## config.mk

```make
export PLATFORM = sky130hd
export DESIGN_NAME = rll_keyed_pipe
export DESIGN_NICKNAME = d
export VERILOG_FILES = /design/src/rtl/rll_pkg.sv /design/src/rtl/rll_pipe_stage.sv /design/src/rtl/rll_keyed_pipe.sv
export SDC_FILE = /design/constraint.sdc
export NUM_CORES = 1
export LEC_CHECK = 0
export CAP_MARGIN = 5
export CORE_MARGIN = 4
export CORE_UTILIZATION = 25
export CTS_BUF_LIST = sky130_fd_sc_hd__clkbuf_4 sky130_fd_sc_hd__clkbuf_8
export DETAILED_ROUTE_END_ITERATION = 10
export HOLD_SLACK_MARGIN = 0.05
export SYNTH_ARGS = -nofsm -noshare
export SYNTH_HDL_FRONTEND = slang
export SYNTH_SLANG_ARGS = --single-unit
```

## constraint.sdc

```tcl
create_clock -name clk -period 1.5 [get_ports clk]
set_input_delay 0.3 -clock clk [delete_from_list [all_inputs] [get_ports clk]]
set_output_delay 0.3 -clock clk [all_outputs]
set_load 0.01 [all_outputs]
```

## src/rtl/rll_pkg.sv

```systemverilog
// rll_pkg: shared states and key-gate helpers for the keyed pipeline.
package rll_pkg;
   typedef enum logic [1:0] {IDLE, LOAD, PAR, ARMED} state_t;
   function automatic int key_idx(input int i, input int kw);
      return i % kw;
   endfunction
   function automatic logic keygate(input logic d, input logic k, input logic p);
      return d ^ k ^ p;
   endfunction
endpackage

```

## src/rtl/rll_pipe_stage.sv

```systemverilog
// rll_pipe_stage: one valid/ready register slice; ld comes from the downstream ready chain.
module rll_pipe_stage #(
   parameter int W = 32
) (
   input  logic         clk,
   input  logic         rst_n,
   input  logic         ld,
   input  logic         in_vld,
   input  logic [W-1:0] in_data,
   output logic         out_vld,
   output logic [W-1:0] out_data
);
   always_ff @(posedge clk or negedge rst_n)
      if (!rst_n) begin
         out_vld  <= 1'b0;
         out_data <= '0;
      end else if (ld) begin
         out_vld <= in_vld;
         if (in_vld) out_data <= in_data;
      end
endmodule

```

## src/rtl/rll_keyed_pipe.sv

```systemverilog
// rll_keyed_pipe: serial key loader with atomic commit feeding XOR/XNOR key gates on a pipelined stream.
// Define KEY_PARITY_EN to require an even-parity bit after the key (PAR state, key_err on mismatch).
module rll_keyed_pipe
   import rll_pkg::*;
#(
   parameter int               DATA_W      = 32,
   parameter int               KEY_W       = 32,
   parameter logic [KEY_W-1:0] KEY_POL     = '0,
   parameter int               PIPE_STAGES = 2
) (
   input  logic              clk,
   input  logic              rst_n,
   input  logic              key_start,
   input  logic              key_sin,
   input  logic              key_sin_vld,
   output logic              key_busy,
   output logic              key_done,
   output logic              key_armed,
   output logic              key_err,
   input  logic [DATA_W-1:0] in_data,
   input  logic              in_vld,
   output logic              in_rdy,
   output logic [DATA_W-1:0] out_data,
   output logic              out_vld,
   input  logic              out_rdy
);
   localparam int CW = $clog2(KEY_W + 1);
   state_t           st, st_n;
   logic [KEY_W-1:0] sh, sh_n, sh_b, key, key_n;
   logic [CW-1:0]    cnt, cnt_n;
   logic             armed, armed_n, done, done_n, err, err_n;
   always_ff @(posedge clk or negedge rst_n)
      if (!rst_n) begin
         st    <= IDLE;
         sh    <= '0;
         key   <= '0;
         cnt   <= '0;
         armed <= 1'b0;
         done  <= 1'b0;
         err   <= 1'b0;
      end else begin
         st    <= st_n;
         sh    <= sh_n;
         key   <= key_n;
         cnt   <= cnt_n;
         armed <= armed_n;
         done  <= done_n;
         err   <= err_n;
      end
   // shadow is cleared on every start, so OR-ing the new bit in is a write
   always_comb begin
      st_n    = st;
      sh_n    = sh;
      key_n   = key;
      cnt_n   = cnt;
      armed_n = armed;
      done_n  = 1'b0;
      err_n   = 1'b0;
      sh_b    = sh | (KEY_W'(key_sin) << cnt);
      if (key_start) begin
         st_n  = LOAD;
         sh_n  = '0;
         cnt_n = '0;
      end else if (st == LOAD && key_sin_vld) begin
         sh_n  = sh_b;
         cnt_n = cnt + 1'b1;
         if (cnt == CW'(KEY_W - 1)) begin
`ifdef KEY_PARITY_EN
            st_n = PAR;
`else
            st_n    = ARMED;
            key_n   = sh_b;
            armed_n = 1'b1;
            done_n  = 1'b1;
`endif
         end
      end
`ifdef KEY_PARITY_EN
      else if (st == PAR && key_sin_vld) begin
         sh_n  = '0;
         cnt_n = '0;
         if (^{sh, key_sin}) begin
            err_n = 1'b1;
            st_n  = armed ? ARMED : IDLE;
         end else begin
            key_n   = sh;
            armed_n = 1'b1;
            done_n  = 1'b1;
            st_n    = ARMED;
         end
      end
`endif
   end
   assign key_busy  = (st == LOAD) || (st == PAR);
   assign key_armed = armed;
   assign key_done  = done;
   assign key_err   = err;
   logic [DATA_W-1:0]      gated;
   logic [DATA_W-1:0]      d [PIPE_STAGES+1];
   logic [PIPE_STAGES:0]   v;
   logic [PIPE_STAGES-1:0] r;
   for (genvar i = 0; i < DATA_W; i++) begin : g_gate
      localparam int J = key_idx(i, KEY_W);
      assign gated[i] = keygate(in_data[i], key[J], KEY_POL[J]);
   end
   assign v[0] = in_vld & armed;
   assign d[0] = gated;
   // a stage can load iff some stage at or after it is empty, or the sink drains
   for (genvar s = 0; s < PIPE_STAGES; s++) begin : g_stage
      assign r[s] = out_rdy | ~&v[PIPE_STAGES:s+1];
      rll_pipe_stage #(.W(DATA_W)) u_stage (
         .clk     (clk),
         .rst_n   (rst_n),
         .ld      (r[s]),
         .in_vld  (v[s]),
         .in_data (d[s]),
         .out_vld (v[s+1]),
         .out_data(d[s+1])
      );
   end
   assign in_rdy   = armed & r[0];
   assign out_vld  = v[PIPE_STAGES];
   assign out_data = d[PIPE_STAGES];
endmodule

```

==> results of run 1 <==
-- worst paths after layout --
path	cells after the start	endpoint	slack, ps	from
worst max-delay path	8	key[16]$_DFFE_PN0P_	-90	st[1]$_DFFE_PN0P_
worst min-delay path	2	g_stage[1].u_stage.out_data[20]$_DFFE_PN0P_	310	rst_n
worst max register to register	8	key[16]$_DFFE_PN0P_	-90	st[1]$_DFFE_PN0P_
worst min register to register	2	sh[4]$_DFFE_PN0P_	500	sh[4]$_DFFE_PN0P_
max in group asynchronous	3	g_stage[0].u_stage.out_data[20]$_DFFE_PN0P_	630	rst_n
min in group clk	2	sh[4]$_DFFE_PN0P_	500	sh[4]$_DFFE_PN0P_
-- what timing repair did --
action	in CTS	in global routing
pin swaps	1	4
setup buffers	3	3
endpoints found under the setup margin	69	80
hold buffers	1	0
gates resized for setup	49	15
gates cloned	3	5
endpoints found under the hold margin	53	0
-- cell type report --
| type | instances | area share, % |
|---|---|---|
| Tap cell | 324 | 4.98 |
| Clock inverter | 11 | 2.06 |
| Multi-Input combinational cell | 274 | 27.9 |
| Timing Repair Buffer | 125 | 17.1 |
| Clock buffer | 20 | 3.31 |
| Sequential cell | 140 | 43.1 |
| Inverter | 34 | 1.57 |
-- layer usage --
| metal | routed length (µm) | GRT usage (%) | vias to the layer above |
|---|---|---|---|
| li1 | - | - | 1873 |
| met1 | 6580 | 13.4 | 1945 |
| met2 | 6260 | 14.8 | 89 |
| met3 | 866 | 3.56 | 21 |
| met4 | 273 | 4.23 | 0 |
| met5 | 0 | 0 | - |
-- placed cells by master, fill, tap and decap left out, drive strengths merged, types with 2 or more instances in the layout --
master,netlist,routed
nor3b,3,3
or3,2,2
a21oi,36,36
clkdlybuf4s15,0,3
a31oi,32,32
and2,2,2
nand2,7,7
nand3,3,3
and3b,3,3
mux2i,32,32
clkdlybuf4s50,0,37
o21ai,2,2
nor2,35,35
clkinvlp,0,2
clkinv,0,5
nand2b,3,3
inv,34,34
clkbuf,8,25
ha,2,2
dlygate4sd2,0,32
o31ai,2,2
bufinv,0,4
mux2,64,64
buf,58,47
dfrtp,140,140
xor2,33,33
-- cells in the mapped netlist (all sizes together) --
| library cell | instances |
|---|---|
| conb | 1 |
| buf | 58 |
| o21ai | 2 |
| or2 | 1 |
| o21bai | 1 |
| o31ai | 2 |
| nand2b | 3 |
| and3 | 1 |
| and4b | 1 |
| nor2 | 35 |
| nand3b | 1 |
| xor2 | 33 |
| and4bb | 1 |
| a21oi | 36 |
| and3b | 3 |
| or3 | 2 |
| clkbuf | 8 |
| nand3 | 3 |
| nor4bb | 1 |
| nor4 | 1 |
| inv | 34 |
| a31oi | 32 |
| or4 | 1 |
| nand2 | 7 |
| xnor2 | 1 |
| mux2 | 64 |
| mux2i | 32 |
| and2 | 2 |
| nor3b | 3 |
| ha | 2 |
| nor4b | 1 |
| dfrtp | 140 |
| nor3 | 1 |
-- flip-flops by register name, summed over array words and instances, names as in the netlist --
signal and cells:
g_stage.u_stage.out_vld 2, key 32, st 2, key_armed 1, cnt 6, g_stage.u_stage.out_data 64, sh 32, key_done 1
-- worst max-delay path: stages (launching register included) --
cell     delay, ps
dfrtp_1        370
inv_2           70
ha_4           140
nand3_4         80
nor4_4         230
buf_4          170
buf_6          120
buf_12         130
mux2i_1        190
-- through the flow --
stage / hold WS, ps / TNS [ps] / worst slack (ps) / power (mW) / instances
after floorplan: 4.41 / 0 / 62.8 / 4.00 / 514
after global placement: 228 / -31670 / -364 / 4.28 / 883
after detailed placement: 227 / -33670 / -357 / 4.29 / 883
after CTS: 299 / -1870 / -126 / 7.72 / 921
after global routing: 319 / -4530 / -197 / 7.92 / 928
final: 313 / -1390 / -87.2 / 7.58 / 928
-- cell families (layout without fill, tap and decap cells) --
kind of cell,Yosys count,count (layout)
fa+ha+maj,2,2
simple gates,68,68
xor+xnor,34,34
other cells,1,1
flops,140,140
buf+inv,100,190
compound gates,73,73
mux,96,96
-- power by group --
part / switching (mW) / internal, mW
Clock: 1.46 / 1.90
Combinational: 0.226 / 0.199
Sequential: 0.00542 / 3.78
Total: 1.69 / 5.89
==> run_results.csv, run 1 <==
group,metric,value,unit
run_status,outcome,"complete, but fails checks",
run_status,violations,"negative setup slack",
final_layout,seq_area,0.00350,mm²
floorplanning,die_area,0.0279,mm²
timing,period_share,106,%
logic_synthesis,synth-simple-area-share,6.34,%
final_layout,fin_area,0.00814,mm²
logic_synthesis,synthDistinctLibCells,40,
power_and_ir_drop,powerDensity,931,mW/mm²
global_routing,antenna_found_initial,0,
clocking,tritoncts,"done",
logic_synthesis,avgSynthCellArea,12.3,µm²
worst_setup_path,startpoint_type,"flop",
global_routing,grt_pass1_vias,4073,
detailed_routing,route.detailed.drc,0,
logic_synthesis,synth_top_family_by_area,"multiplexers",
logic_synthesis,yosys_register_bits,140,
floorplanning,die_w,167,µm
logic_synthesis,synth_area,0.00632,mm²
timing,setup_ws,-87.2,ps
final_layout,drive_gt1_share,27.6,%
worst_setup_path,worstSetupEndpointType,"flop",
worst_setup_path,crit_arrival,1950,ps
detailed_routing,routed_via_density,4.23,
detailed_routing,drt_iter0_markers,224,
placed_design,io_buffers,75,
logic_synthesis,synth_top_area_share,55.5,%
timing,final_max_slew_viol_count,0,
logic_synthesis,yosysWarnings,0,
global_routing,grt_use_total,10.1,%
worst_setup_path,crit_fanout,5,
final_layout,fin_util,33.1,%
logic_synthesis,syn_nets,555,
floorplanning,io_pins,77,
timing,hold_violations,0,
global_routing,global_route.overflow_total,0,
floorplanning,fp.dieH,167,µm
detailed_routing,vias,3928,
final_layout,final_net_count,633,
clocking,root_buffer,"clkbuf_8",
placed_design,place_area,0.00741,mm²
logic_synthesis,muxShareOfSynthArea,16.5,%
clocking,clock_tree.buffer_depth,2,
global_routing,grt_max_degree,41,
placed_design,post-dp-hpwl,8910,µm
flow_run,drv_cap,0,
detailed_routing,drtPass1Iterations,4,
final_layout,multi_input_area,0.00227,mm²
logic_synthesis,ys_seq_area_share,55.5,%
worst_setup_path,worstPathRequired,1860,ps
logic_synthesis,synth_cells,514,
floorplanning,start_util,25.7,%
clocking,cts_buffers,17,
timing,fin_crit,1590,ps
timing,setup_viol,29,
clocking,htreeDepth,4,
detailed_routing,ant_nets,0,
logic_synthesis,synthXorXnorAreaFrac,4.71,%
clocking,clk_latency,450,ps
detailed_routing,routedWlPerCell,15.1,µm
final_layout,nFillCells,2454,
logic_synthesis,synth_compound_area_share,6.66,%
detailed_routing,wirelength,14000,µm
logic_synthesis,yosys.area.top_type,"dfrtp_1",
placed_design,place.gp.congestion,0.699,
final_layout,n_antenna_cell,0,
global_routing,grt_pass1_wl,22200,µm
floorplanning,rows,57,
worst_hold_path,hp-class,"input port to asynchronous set/reset pin",
logic_synthesis,synthAdderAreaFrac,0.396,%
final_layout,area_delta_synth_final,28.8,%
timing,rsz0062_at_grt,"true",
floorplanning,core_area,0.0246,mm²
clocking,cts.sinks,140,
clocking,clkSlewWorstSetupHoldPaths,80,ps
power_and_ir_drop,ir_drop,506,µV
timing,fmax,0.630,GHz
power_and_ir_drop,leakagePower,3.88,nW
worst_setup_path,path_class,"flop to flop",
timing,fin_skew,15.3,ps
logic_synthesis,synth_area_leaders,"dfrtp_1 55%, mux2_2 11%, mux2i_1 5.1%",
Power figures use the tool's default switching activity.
==> run 2, diff against run 1 <==
--- a/config.mk
+++ b/config.mk
@@ -11,6 +11,7 @@
 export CTS_BUF_LIST = sky130_fd_sc_hd__clkbuf_4 sky130_fd_sc_hd__clkbuf_8
 export DETAILED_ROUTE_END_ITERATION = 10
 export HOLD_SLACK_MARGIN = 0.05
+export PLACE_DENSITY = 0.46
 export SYNTH_ARGS = -nofsm -noshare
 export SYNTH_HDL_FRONTEND = slang
 export SYNTH_SLANG_ARGS = --single-unit
==> run_results.csv, run 2 (same netlist as run 1, synthesis figures left out) <==
group,metric,value,unit
detailed_routing,routedWlPerCell,15.1,µm
final_layout,final_common_cell,"dfrtp_1",
placed_design,place.gp.congestion,0.690,
timing,rsz0062_at_grt,"true",
worst_setup_path,worstSetupEndpointType,"output port",
placed_design,post-dp-hpwl,8800,µm
timing,final_max_slew_viol_count,0,
timing,fmax,0.627,GHz
floorplanning,core_area,0.0246,mm²
final_layout,fin_area,0.00799,mm²
run_status,violations,"negative setup slack",
final_layout,finalNonFillerCells,921,
worst_setup_path,r2r_start,"cnt[5]$_DFFE_PN0P_",
worst_setup_path,cp_slowest_stage_delay,420,ps
clocking,root_buffer,"clkbuf_8",
final_layout,most-common-layout-cells,"139 x dfrtp_1, 63 x mux2_2, 37 x clkdlybuf4s50_1",
global_routing,antenna_found_initial,0,
timing,hold_violations,0,
global_routing,global_route.overflow_total,0,
worst_setup_path,crit_arrival,1290,ps
global_routing,grt_use_total,10.3,%
worst_setup_path,worstPathRequired,1200,ps
detailed_routing,routed_via_density,4.20,
worst_setup_path,path_class,"flop to output port",
placed_design,io_buffers,75,
clocking,clock_tree.buffer_depth,2,
worst_setup_path,critical_path.startpoint,"st[0]$_DFFE_PN0P_",
final_layout,largest_reg_flops,64,
power_and_ir_drop,powerDensity,916,mW/mm²
timing,setup_ws,-94.3,ps
placed_design,dpl.cell_count,875,
clocking,cts_buffers,17,
worst_setup_path,path_cells,"ha_4, inv_2, buf_6",
clocking,tritoncts,"done",
floorplanning,rows,57,
detailed_routing,ant_nets,0,
final_layout,n_antenna_cell,0,
detailed_routing,route.detailed.drc,0,
floorplanning,fp.dieH,167,µm
worst_setup_path,critical_path.slowest_cell,"dfrtp_1",
detailed_routing,drt_iter0_markers,215,
floorplanning,io_pins,77,
detailed_routing,drtPass1Iterations,4,
final_layout,reg.largest.list,"g_stage.u_stage.out_data: 64 flops, key: 32 flops, sh: 32 flops",
timing,fin_skew,18.8,ps
clocking,htreeDepth,4,
global_routing,grt_pass1_vias,4128,
floorplanning,die_area,0.0279,mm²
final_layout,area_delta_synth_final,26.5,%
global_routing,grt_pass1_wl,22700,µm
clocking,clkSlewWorstSetupHoldPaths,90,ps
clocking,cts.sinks,140,
timing,period_share,106,%
floorplanning,die_w,167,µm
worst_setup_path,startpoint_type,"flop",
floorplanning,start_util,25.7,%
detailed_routing,vias,3872,
timing,fin_crit,1590,ps
clocking,clk_latency,450,ps
run_status,outcome,"complete, but fails checks",
placed_design,place_area,0.00735,mm²
worst_setup_path,crit_fanout,2,
power_and_ir_drop,leakagePower,3.80,nW
detailed_routing,wirelength,13900,µm
worst_hold_path,hp-class,"input port to asynchronous set/reset pin",
flow_run,drv_cap,0,
final_layout,drive_gt1_share,27.6,%
final_layout,final_net_count,625,
global_routing,grt_max_degree,42,
power_and_ir_drop,ir_drop,390,µV
final_layout,largest_register,"g_stage.u_stage.out_data",
timing,setup_viol,6,
-- run 2: cell count changes in the layout (fill, tap and decap cells not counted), moves of 3 or more --
cell and delta:
buf_16 -3, buf_4 -6, clkbuf_16 -3, mux2i_1 -3, mux2i_2 +3
-- run 2: layout make-up --
class / instances / area, µm²
Multi-Input combinational cell: 274 / 2290
Timing Repair Buffer: 117 / 1260
Sequential cell: 140 / 3500
Fill cell: 2507 / 16600
Tap cell: 324 / 405
Inverter: 34 / 128
Clock buffer: 23 / 298
Clock inverter: 9 / 110
-- run 2: report_power, final --
| part | switching (mW) | total, mW | internal, mW |
|---|---|---|---|
| clock network | 1.44 | 3.11 | 1.67 |
| logic | 0.226 | 0.417 | 0.191 |
| registers | 0.00846 | 3.79 | 3.78 |
| total | 1.68 | 7.32 | 5.64 |
-- run 2: what timing repair did --
action,in CTS,in global routing
hold buffers,1,0
gates resized for setup,59,16
endpoints found under the setup margin,69,72
setup buffers,9,4
hold endpoints to repair,34,0
pin swaps,4,6
cloned,5,2
-- run 2: metrics by stage --
| stage | TNS, ps | util (%) | power (mW) | hold WS [ps] | worst slack (ps) |
|---|---|---|---|---|---|
| final | -159 | 32.5 | 7.32 | 324 | -94.3 |
| after global placement | -28130 | 29.9 | 4.27 | 244 | -347 |
| after global routing | -2730 | 32.5 | 7.67 | 334 | -165 |
| after floorplan | 0 | - | 4.00 | 4.41 | 62.8 |
| after CTS | -3250 | 32.5 | 7.45 | 329 | -187 |
| after detailed placement | -30970 | 29.9 | 4.28 | 256 | -325 |
-- run 2: path summary, 6_finish.rpt --
kind	endpoint	slack, ps	cells after the start
setup reg to reg	key[27]$_DFFE_PN0P_	-30	5
min in group clk	sh[11]$_DFFE_PN0P_	500	2
hold / removal	g_stage[1].u_stage.out_data[26]$_DFFE_PN0P_	320	2
setup / recovery	key_busy	-90	3
max in group asynchronous	sh[19]$_DFFE_PN0P_	560	3
hold reg to reg	sh[11]$_DFFE_PN0P_	500	2
-- run 2: critical path, delay by kind of cell (launching register included) --
kind	cells	cell delay (ps)
adders and majority gates	1	280
buffers and inverters	2	130
DFF	1	420
-- run 2: routing by layer --
metal	up-vias	track usage [%]	wire length (µm)
met4	0	3.31	185
met5	-	0	0
met3	10	3.51	606
li1	1852	-	-
met1	1942	13.7	6530
met2	68	15.8	6590
==> run 3, diff against run 2 <==
--- a/config.mk
+++ b/config.mk
@@ -6,12 +6,11 @@
 export NUM_CORES = 1
 export LEC_CHECK = 0
 export CAP_MARGIN = 5
-export CORE_MARGIN = 4
 export CORE_UTILIZATION = 25
 export CTS_BUF_LIST = sky130_fd_sc_hd__clkbuf_4 sky130_fd_sc_hd__clkbuf_8
 export DETAILED_ROUTE_END_ITERATION = 10
 export HOLD_SLACK_MARGIN = 0.05
-export PLACE_DENSITY = 0.46
+export PLACE_DENSITY = 0.44
 export SYNTH_ARGS = -nofsm -noshare
 export SYNTH_HDL_FRONTEND = slang
 export SYNTH_SLANG_ARGS = --single-unit
==> constraint.sdc (replaced) <==
create_clock -name clk -period 1.6 [get_ports clk]
set_input_delay 0.32 -clock clk [delete_from_list [all_inputs] [get_ports clk]]
set_output_delay 0.32 -clock clk [all_outputs]
set_load 0.01 [all_outputs]
==> run_results.csv, run 3 (same netlist as run 1, synthesis figures left out) <==
group,metric,value,unit
run_status,outcome,"complete, no violations",
flow_run,drv_cap,0,
final_layout,fin_util,32.4,%
final_layout,final_common_cell,"dfrtp_1",
power_and_ir_drop,powerDensity,853,mW/mm²
clocking,clock_tree.buffer_depth,2,
worst_setup_path,worstPathBufferInverterCount,2,
detailed_routing,routed_via_density,4.22,
worst_setup_path,critical_path.startpoint,"st[0]$_DFFE_PN0P_",
timing,setup_viol,0,
clocking,cts.sinks,140,
timing,fmax,0.625,GHz
clocking,htreeDepth,4,
final_layout,n_antenna_cell,0,
global_routing,global_route.overflow_total,0,
final_layout,largest_register,"g_stage.u_stage.out_data",
final_layout,multi_input_area,0.00227,mm²
worst_setup_path,r2r_end,"key[25]$_DFFE_PN0P_",
global_routing,grt_pass1_wl,21100,µm
final_layout,area_delta_synth_final,25.9,%
timing,maxSlewHeadroom,60.3,%
placed_design,place_area,0.00736,mm²
timing,worst_slew_pin_slew,592,ps
global_routing,grt_use_total,10.5,%
clocking,tritoncts,"done",
timing,tns,0,ps
global_routing,antenna_found_initial,0,
worst_setup_path,worstSetupEndpoint,"key_busy",
worst_setup_path,cp.depth,3,
final_layout,nFillCells,2496,
floorplanning,core_area,0.0245,mm²
detailed_routing,vias,3877,
power_and_ir_drop,leakagePower,3.78,nW
power_and_ir_drop,intPower,5.17,mW
floorplanning,die_w,161,µm
final_layout,largest_reg_flops,64,
final_layout,reg.largest.list,"g_stage.u_stage.out_data: 64 flops, key: 32 flops, sh: 32 flops",
timing,rsz0062_at_grt,"true",
final_layout,fin_area,0.00795,mm²
power_and_ir_drop,fin_total_pwr,6.78,mW
floorplanning,die_area,0.0259,mm²
worst_setup_path,path_class,"flop to output port",
floorplanning,start_util,25.7,%
worst_setup_path,startpoint_type,"flop",
worst_setup_path,crit_family,"flip-flops",
clocking,cts_buffers,17,
detailed_routing,route.detailed.drc,0,
detailed_routing,ant_nets,0,
floorplanning,fp.dieH,161,µm
detailed_routing,routedWlPerCell,14.5,µm
detailed_routing,wirelength,13300,µm
power_and_ir_drop,comb_power_share,5.7,%
worst_setup_path,crit_arrival,1280,ps
timing,hold_violations,0,
worst_hold_path,hp-class,"input port to asynchronous set/reset pin",
detailed_routing,drt_iter0_markers,200,
global_routing,grt_max_degree,41,
final_layout,drive_gt1_share,27.2,%
worst_setup_path,r2r_start,"cnt[5]$_DFFE_PN0P_",
timing,fin_crit,1600,ps
final_layout,final_net_count,623,
floorplanning,rows,57,
worst_setup_path,critical_path.slowest_cell,"dfrtp_1",
timing,period_share,100,%
timing,fin_skew,13.3,ps
worst_setup_path,worstPathRequired,1280,ps
power_and_ir_drop,ir_drop,573,µV
power_and_ir_drop,pwr-share-clk,41.9,%
global_routing,grt_pass1_vias,3984,
placed_design,place.gp.congestion,0.723,
clocking,clkSlewWorstSetupHoldPaths,90,ps
power_and_ir_drop,seqPwrFrac,52.3,%
worst_setup_path,cp_slowest_stage_delay,420,ps
worst_setup_path,r2r_cells,5,
worst_setup_path,crit_fanout,2,
final_layout,most-common-layout-cells,"138 x dfrtp_1, 64 x mux2_2, 37 x clkdlybuf4s50_1",
worst_setup_path,worstSetupEndpointType,"output port",
final_layout,seq_area,0.00351,mm²
placed_design,post-dp-hpwl,8560,µm
placed_design,io_buffers,75,
worst_setup_path,path_cells,"ha_4, inv_2, buf_6",
timing,final_max_slew_viol_count,0,
clocking,clk_latency,450,ps
floorplanning,io_pins,77,
power_and_ir_drop,power.switching,1.61,mW
clocking,root_buffer,"clkbuf_8",
worst_setup_path,r2r_slack,70,ps
detailed_routing,drtPass1Iterations,4,
power_and_ir_drop,swShare,23.7,%
## run 3: layer usage
metal	track usage [%]	vias to the layer above	part of all wire, %
met5	0	-	0
met4	4.20	0	1.7
met3	3.33	13	4.1
met2	16.3	72	48
met1	13.4	1941	46
li1	-	1851	-
## run 3: cell type report
cell class	instances	share of cell area, %
clock buffer	19	3.21
clock inverter	13	1.76
sequential	140	44.1
inverter	34	1.61
tap	324	5.10
multi-input combinational	274	28.5
timing repair buffer	115	15.7
## run 3: stage by stage
step           hold WS [ps]  cells  worst slack (ps)
2_1_floorplan          24.4    514              33.4
3_3_place_gp            243    875              -273
3_5_place_dp            246    875              -287
4_1_cts                 313    911             -40.4
5_1_grt                 331    919             -57.1
6_report                335    919             0.120
## run 3: power groups by stage
stage / registers [mW] / clock network, mW / logic [mW]
6_report: 3.55 / 2.84 / 0.389
5_1_grt: 3.55 / 3.12 / 0.432
4_1_cts: 3.55 / 2.97 / 0.394
3_5_place_dp: 3.62 / 0 / 0.391
3_3_place_gp: 3.62 / 0 / 0.383
2_1_floorplan: 3.62 / 0 / 0.128
## run 3: how the worst min path moves through the flow
stage                                                  endpoint  slack, ps  cells past startpoint
finish              g_stage[1].u_stage.out_data[26]$_DFFE_PN0P_        330                      2
global placement    g_stage[1].u_stage.out_data[26]$_DFFE_PN0P_        240                      1
floorplan                                    cnt[0]$_DFFE_PN0P_         20                      0
CTS                 g_stage[1].u_stage.out_data[26]$_DFFE_PN0P_        310                      2
global route        g_stage[1].u_stage.out_data[26]$_DFFE_PN0P_        330                      2
detailed placement  g_stage[1].u_stage.out_data[26]$_DFFE_PN0P_        250                      1
## run 3: worst register-to-register path, cell delays in order (launching register included)
cell	delay (ps)
dfrtp_2	460
nand2b_4	170
nor4_4	220
buf_6	220
clkbuf_16	200
mux2i_1	200
## run 3: repair_timing
action	in CTS	in global routing
hold buffers	1	0
gates resized for setup	48	11
gates cloned	0	5
endpoints found under the setup margin	69	35
setup buffers	3	3
pin swaps	3	3
endpoints found under the hold margin	25	0
